### src/rtl/approx_err_pkg.sv
// Shared types for the approximate-adder error monitor.
package approx_err_pkg;

    typedef enum logic [1:0] {IDLE, RUN, DRAIN, DONE} state_t;

    // The error-distance sum must hold (2^cnt_w - 1) * 2^n without wrapping.
    function automatic int ed_sum_width(input int n, input int cnt_w);
        return n + 1 + cnt_w;
    endfunction

endpackage

### src/rtl/approx_err_abs_diff.sv
// Combinational unsigned |a - b| and inequality flag over full {Co,S} sums.
module approx_err_abs_diff #(
    parameter int W = 17
) (
    input  logic [W-1:0] a,
    input  logic [W-1:0] b,
    output logic [W-1:0] diff,
    output logic         ne
);

    always_comb begin
        ne   = (a != b);
        diff = (a >= b) ? (a - b) : (b - a);
    end

endmodule

### src/rtl/approx_err_monitor.sv
// Streaming error-metric accumulator for approximate adders.
// Optional APPROX_ERR_MON_MSE_EN adds a registered squarer and ed_sq_sum (latency 3).
module approx_err_monitor
    import approx_err_pkg::*;
#(
    parameter int N     = 16,
    parameter int CNT_W = 24
) (
    input  logic                              clk,
    input  logic                              rst_n,
    input  logic                              start,
    input  logic [CNT_W-1:0]                  cfg_samples,
    input  logic                              in_valid,
    output logic                              in_ready,
    input  logic [N:0]                        exact_s,
    input  logic [N:0]                        approx_s,
    output logic                              busy,
    output logic                              done,
    output logic [CNT_W-1:0]                  sample_count,
    output logic [CNT_W-1:0]                  err_count,
    output logic [ed_sum_width(N, CNT_W)-1:0] ed_sum,
    output logic [N:0]                        max_ed
`ifdef APPROX_ERR_MON_MSE_EN
    ,
    output logic [2*(N+1)+CNT_W-1:0]          ed_sq_sum
`endif
);

    localparam int W        = N + 1;
    localparam int ED_SUM_W = ed_sum_width(N, CNT_W);

    state_t           state_q, state_d;
    logic [CNT_W-1:0] target, accepted;
    logic             accept, last_accept, last_update;
    logic [W-1:0]     ed;
    logic             mis;
    logic             s1_vld, s1_mis;
    logic [W-1:0]     s1_ed;
    logic             acc_vld, acc_mis;
    logic [W-1:0]     acc_ed;

    approx_err_abs_diff #(.W(W)) u_abs (
        .a    (approx_s),
        .b    (exact_s),
        .diff (ed),
        .ne   (mis)
    );

    assign in_ready    = (state_q == RUN) && (accepted < target) && !start;
    assign accept      = in_valid && in_ready;
    assign last_accept = accept && (accepted + CNT_W'(1) == target);
    assign last_update = acc_vld && (sample_count + CNT_W'(1) == target);
    assign busy        = (state_q == RUN) || (state_q == DRAIN);
    assign done        = (state_q == DONE);

    always_ff @(posedge clk or negedge rst_n) begin
        if (!rst_n) state_q <= IDLE;
        else        state_q <= state_d;
    end

    always_comb begin
        state_d = state_q;
        if (start) begin
            state_d = (cfg_samples == '0) ? DONE : RUN;
        end else begin
            case (state_q)
                RUN:     if (last_accept) state_d = DRAIN;
                DRAIN:   if (last_update) state_d = DONE;
                default: ;
            endcase
        end
    end

    // start wins over everything: in-flight beats and partial sums are dropped.
    always_ff @(posedge clk or negedge rst_n) begin
        if (!rst_n) begin
            target       <= '0;
            accepted     <= '0;
            s1_vld       <= 1'b0;
            s1_ed        <= '0;
            s1_mis       <= 1'b0;
            sample_count <= '0;
            err_count    <= '0;
            ed_sum       <= '0;
            max_ed       <= '0;
        end else if (start) begin
            target       <= cfg_samples;
            accepted     <= '0;
            s1_vld       <= 1'b0;
            sample_count <= '0;
            err_count    <= '0;
            ed_sum       <= '0;
            max_ed       <= '0;
        end else begin
            s1_vld <= accept;
            if (accept) begin
                accepted <= accepted + CNT_W'(1);
                s1_ed    <= ed;
                s1_mis   <= mis;
            end
            if (acc_vld) begin
                sample_count <= sample_count + CNT_W'(1);
                err_count    <= err_count + CNT_W'(acc_mis);
                ed_sum       <= ed_sum + ED_SUM_W'(acc_ed);
                if (acc_ed > max_ed) max_ed <= acc_ed;
            end
        end
    end

`ifdef APPROX_ERR_MON_MSE_EN
    localparam int SQ_W     = 2 * W;
    localparam int SQ_SUM_W = SQ_W + CNT_W;

    logic             s2_vld, s2_mis;
    logic [W-1:0]     s2_ed;
    logic [SQ_W-1:0]  s2_sq;

    // Extra register stage holds the squarer output; all metrics move with it.
    always_ff @(posedge clk or negedge rst_n) begin
        if (!rst_n) begin
            s2_vld <= 1'b0;
            s2_mis <= 1'b0;
            s2_ed  <= '0;
            s2_sq  <= '0;
        end else if (start) begin
            s2_vld <= 1'b0;
        end else begin
            s2_vld <= s1_vld;
            if (s1_vld) begin
                s2_mis <= s1_mis;
                s2_ed  <= s1_ed;
                s2_sq  <= SQ_W'(s1_ed) * SQ_W'(s1_ed);
            end
        end
    end

    always_ff @(posedge clk or negedge rst_n) begin
        if (!rst_n)       ed_sq_sum <= '0;
        else if (start)   ed_sq_sum <= '0;
        else if (acc_vld) ed_sq_sum <= ed_sq_sum + SQ_SUM_W'(s2_sq);
    end

    assign acc_vld = s2_vld;
    assign acc_ed  = s2_ed;
    assign acc_mis = s2_mis;
`else
    assign acc_vld = s1_vld;
    assign acc_ed  = s1_ed;
    assign acc_mis = s1_mis;
`endif

endmodule
### config.mk
export PLATFORM = sky130hd
export DESIGN_NAME = approx_err_monitor
export DESIGN_NICKNAME = d
export VERILOG_FILES = /design/src/rtl/approx_err_pkg.sv /design/src/rtl/approx_err_abs_diff.sv /design/src/rtl/approx_err_monitor.sv
export SDC_FILE = /design/constraint.sdc
export NUM_CORES = 1
export LEC_CHECK = 0
export ABC_CLOCK_PERIOD_IN_PS = 3900
export CORE_MARGIN = 2
export CORE_UTILIZATION = 50
export CTS_CLUSTER_DIAMETER = 40
export DETAILED_ROUTE_END_ITERATION = 10
export HOLD_SLACK_MARGIN = 0.12
export PLACE_DENSITY_LB_ADDON = 0.1
export SYNTH_ARGS = -nofsm -noshare
export SYNTH_HDL_FRONTEND = slang
export SYNTH_HIERARCHICAL = 1
export SYNTH_SLANG_ARGS = --single-unit
### constraint.sdc
create_clock -name clk -period 3.9 [get_ports clk]
set_input_delay 0.78 -clock clk [delete_from_list [all_inputs] [get_ports clk]]
set_output_delay 0.78 -clock clk [all_outputs]
set_load 0.05 [all_outputs]
==> results.sh, run 1 <==
export IMPL_synth_area_leader_cell="dfrtp_1"
export IMPL_worst_slew_pin_slew_ns=0.8625
export IMPL_dieArea_mm2=0.02700
export IMPL_layout_nets=1770
export IMPL_core_mm2=0.02518
export IMPL_wirelength_um=34010
export IMPL_drc=0
export IMPL_postCtsHoldBufs=0
export IMPL_dp_hpwl_um=25380
export IMPL_n_antenna_cell=0
export IMPL_finalHoldViolCount=0
export IMPL_drive_above_1_share_pct=6.605
export IMPL_final_cells=1950
export IMPL_clk_path_buf_depth=2
export IMPL_synth_area_mm2=0.01285
export IMPL_drtIter0Drc=772
export IMPL_min_period_over_period_pct=89.59
export IMPL_power_share_combinational_pct=42.4
export IMPL_grt_pass1_wl_um=54320
export IMPL_critPathKind="flop to flop"
export IMPL_grt_usage_pct=25.47
export IMPL_p_int_uw=4154
export IMPL_viasPerCell=5.630
export IMPL_fin_crit_ns=3.494
export IMPL_gr_total_overflow=0
export IMPL_synth_top_cell_area_share_pct=34.08
export IMPL_synth_seq_cells=175
export IMPL_status="complete, no violations"
export IMPL_pre_cts_slack_ns=0.2552
export IMPL_path_max_fanout=9
export IMPL_worst_ep_arrival_time_ns=3.84
export IMPL_finalSetupViolCount=0
export IMPL_fp_dieH_um=164.3
export IMPL_worstSkewPairLatency_ns=0.44
export IMPL_p_switching_uw=2921
export IMPL_initial_utilization_pct=51.03
export IMPL_dpl_cell_area_mm2=0.01478
export IMPL_synthTopCellsByArea="dfrtp_1, ha_1, xnor2_1, xor2_1, mux2i_1"
export IMPL_firstDrtPassIters=5
export IMPL_cts_clk_slew_worst_paths_ns=0.08
export IMPL_finalMaxSlewViolations=0
export IMPL_ys_warn_count=6
export IMPL_pwr_share_clk_pct=23.7
export IMPL_ys_async_sr_fraction_pct=100.0
export IMPL_synth_edf_count=0
export IMPL_num_vias=10980
export IMPL_synth_flop_cell="dfrtp_1"
export IMPL_pwr_share_seq_pct=33.8
export IMPL_rsz0062_at_grt="false"
export IMPL_clock_sinks=175
export IMPL_p_per_area_mw_per_mm2=461.2
export IMPL_hp_class="input port to async pin"
export IMPL_synth_common_cells="dfrtp_1, nor2_1, nand2_1"
export IMPL_numCtsBuffers=17
export IMPL_first_global_vias=10340
export IMPL_die_w_um=164.3
export IMPL_worst_slack_ns=0.4058
export IMPL_relSlewSlack_pct=42.50
export IMPL_gp_congestion=0.9027
export IMPL_end_kind="flop"
export IMPL_worstRegToRegCells=9
export IMPL_yosys_cell_count_top_type="dfrtp_1"
export IMPL_ios=171
export IMPL_fin_area_mm2=0.01534
export IMPL_seq_area_frac_synth_pct=34.08
export IMPL_io_buffers=170
export IMPL_cts_max_level=4
export IMPL_drv_cap=0
export IMPL_syn2layout_area_growth_pct=19.39
export IMPL_ir_drop_v=0.0006928
export IMPL_p_leak_uw=0.006918
export IMPL_synth_cells=1464
export IMPL_finalClockSkew_ns=0.01316
export IMPL_max_freq_mhz=286.2
export IMPL_post_cts_setup_buffers=0
export IMPL_routedWlPerCell_um=17.44
export IMPL_grt_antenna_before_repair=0
export IMPL_critPathLaunchType="flop"
export IMPL_fin_setup_tns_ns=0
export IMPL_rows=58
export IMPL_yosys_cell_types_count=76
export IMPL_synth_nets=1627
export IMPL_avgSynthCellArea_um2=8.778
export IMPL_dp_cells=1918
export IMPL_cts_root_buf="clkbuf_16"
export IMPL_required_ns=4.25
export IMPL_post_cts_resized=0
export IMPL_finalPower_uw=7076
export IMPL_ant_nets=0
export IMPL_cts_tree="built"
export IMPL_grt_max_degree=88
export IMPL_swShare_pct=41.29
[power groups by stage]
stage / clock network [uW] / registers, uW / logic, uW
2_1_floorplan: 0 / 2790 / 1720
3_3_place_gp: 0 / 2430 / 2940
3_5_place_dp: 0 / 2430 / 2990
4_1_cts: 1710 / 2400 / 3010
5_1_grt: 1780 / 2430 / 3310
6_report: 1680 / 2390 / 3000
[worst paths after layout]
kind                       slack (ns)               to          from
max                              0.41       state_q[0]  accepted[10]
min                              0.39  sample_count[9]         rst_n
max reg2reg                      0.41       state_q[0]  accepted[10]
min reg2reg                      0.55     accepted[23]  accepted[23]
max in group asynchronous        2.53        max_ed[6]         rst_n
min in group clk                 0.55     accepted[23]  accepted[23]
[metal layers]
| layer | routed length (um) | vias up | share of wire, % | GRT usage, % |
|---|---|---|---|---|
| li1 | - | 5396 | - | - |
| met1 | 14920 | 5320 | 44 | 33.11 |
| met2 | 17300 | 229 | 51 | 44.62 |
| met3 | 1207 | 34 | 3.5 | 3.308 |
| met4 | 580 | 0 | 1.7 | 6.699 |
| met5 | 0 | - | 0 | 0 |
[kinds of logic after synthesis]
logic type / share of synthesized area (%)
simple gates: 19.05
compound gates: 14.17
buf+inv: 6.387
flops: 34.08
xor+xnor: 10.36
fa+ha+maj: 10.01
mux: 5.949
[final cells by class]
class,instances,area [um2]
Clock inverter,15,138.9
Timing Repair Buffer,196,1918
Multi-Input combinational cell,1108,7659
Fill cell,2253,9838
Clock buffer,17,425.4
Inverter,109,409.1
Tap cell,330,412.9
Sequential cell,175,4380
[registers in the layout, indices dropped and copies added (netlist names)]
signal	flops
state_q	2
acc_ed	17
acc_vld	1
acc_mis	1
ed_sum	41
accepted	24
max_ed	17
target	24
sample_count	24
err_count	24
[cells in the final DEF, fill, tap and decap left out, drive strengths merged, types with 9 or more instances in the layout]
| master | n |
|---|---|
| nor3 | 11 |
| nand4 | 38 |
| inv | 118 |
| o211ai | 12 |
| and3 | 29 |
| o31ai | 14 |
| buf | 29 |
| nand3 | 67 |
| and2 | 14 |
| a21oi | 75 |
| xnor2 | 80 |
| mux2 | 19 |
| a211oi | 9 |
| nand2b | 11 |
| ha | 98 |
| clkbuf | 17 |
| a21o | 29 |
| dfrtp | 175 |
| clkdlybuf4s50 | 167 |
| xor2 | 72 |
| nor2 | 143 |
| nand2 | 111 |
| nor4 | 20 |
| o21ai | 98 |
| and4 | 12 |
| mux2i | 55 |
[stage by stage]
| step | util (%) | hold slack (ns) |
|---|---|---|
| finish | 60.93 | 0.3929 |
| global route | 60.93 | 0.4801 |
| CTS | 60.93 | 0.4469 |
| detailed placement | 58.69 | 0.5310 |
| global placement | 58.69 | 0.5280 |
| floorplan | - | 0.4844 |
[critical path, cell delays in order, from the launching register on]
cell,delay (ns)
dfrtp_1,0.50
and4_1,0.42
nand4_2,0.25
nor4_1,0.55
xnor2_1,0.18
o21ai_0,0.09
or4_1,0.51
or4b_4,0.56
mux2i_1,0.14
a32oi_1,0.20
No activity file was read; power rests on OpenSTA's default activity.
==> inputs of run 2 (changes only) <==
--- a/config.mk
+++ b/config.mk
@@ -12,6 +12,7 @@
 export DETAILED_ROUTE_END_ITERATION = 10
 export HOLD_SLACK_MARGIN = 0.12
 export PLACE_DENSITY_LB_ADDON = 0.1
+export SLEW_MARGIN = 10
 export SYNTH_ARGS = -nofsm -noshare
 export SYNTH_HDL_FRONTEND = slang
 export SYNTH_HIERARCHICAL = 1
==> results of run 2 <==
Final layout, timing and power as in run 1 (identical DEF).
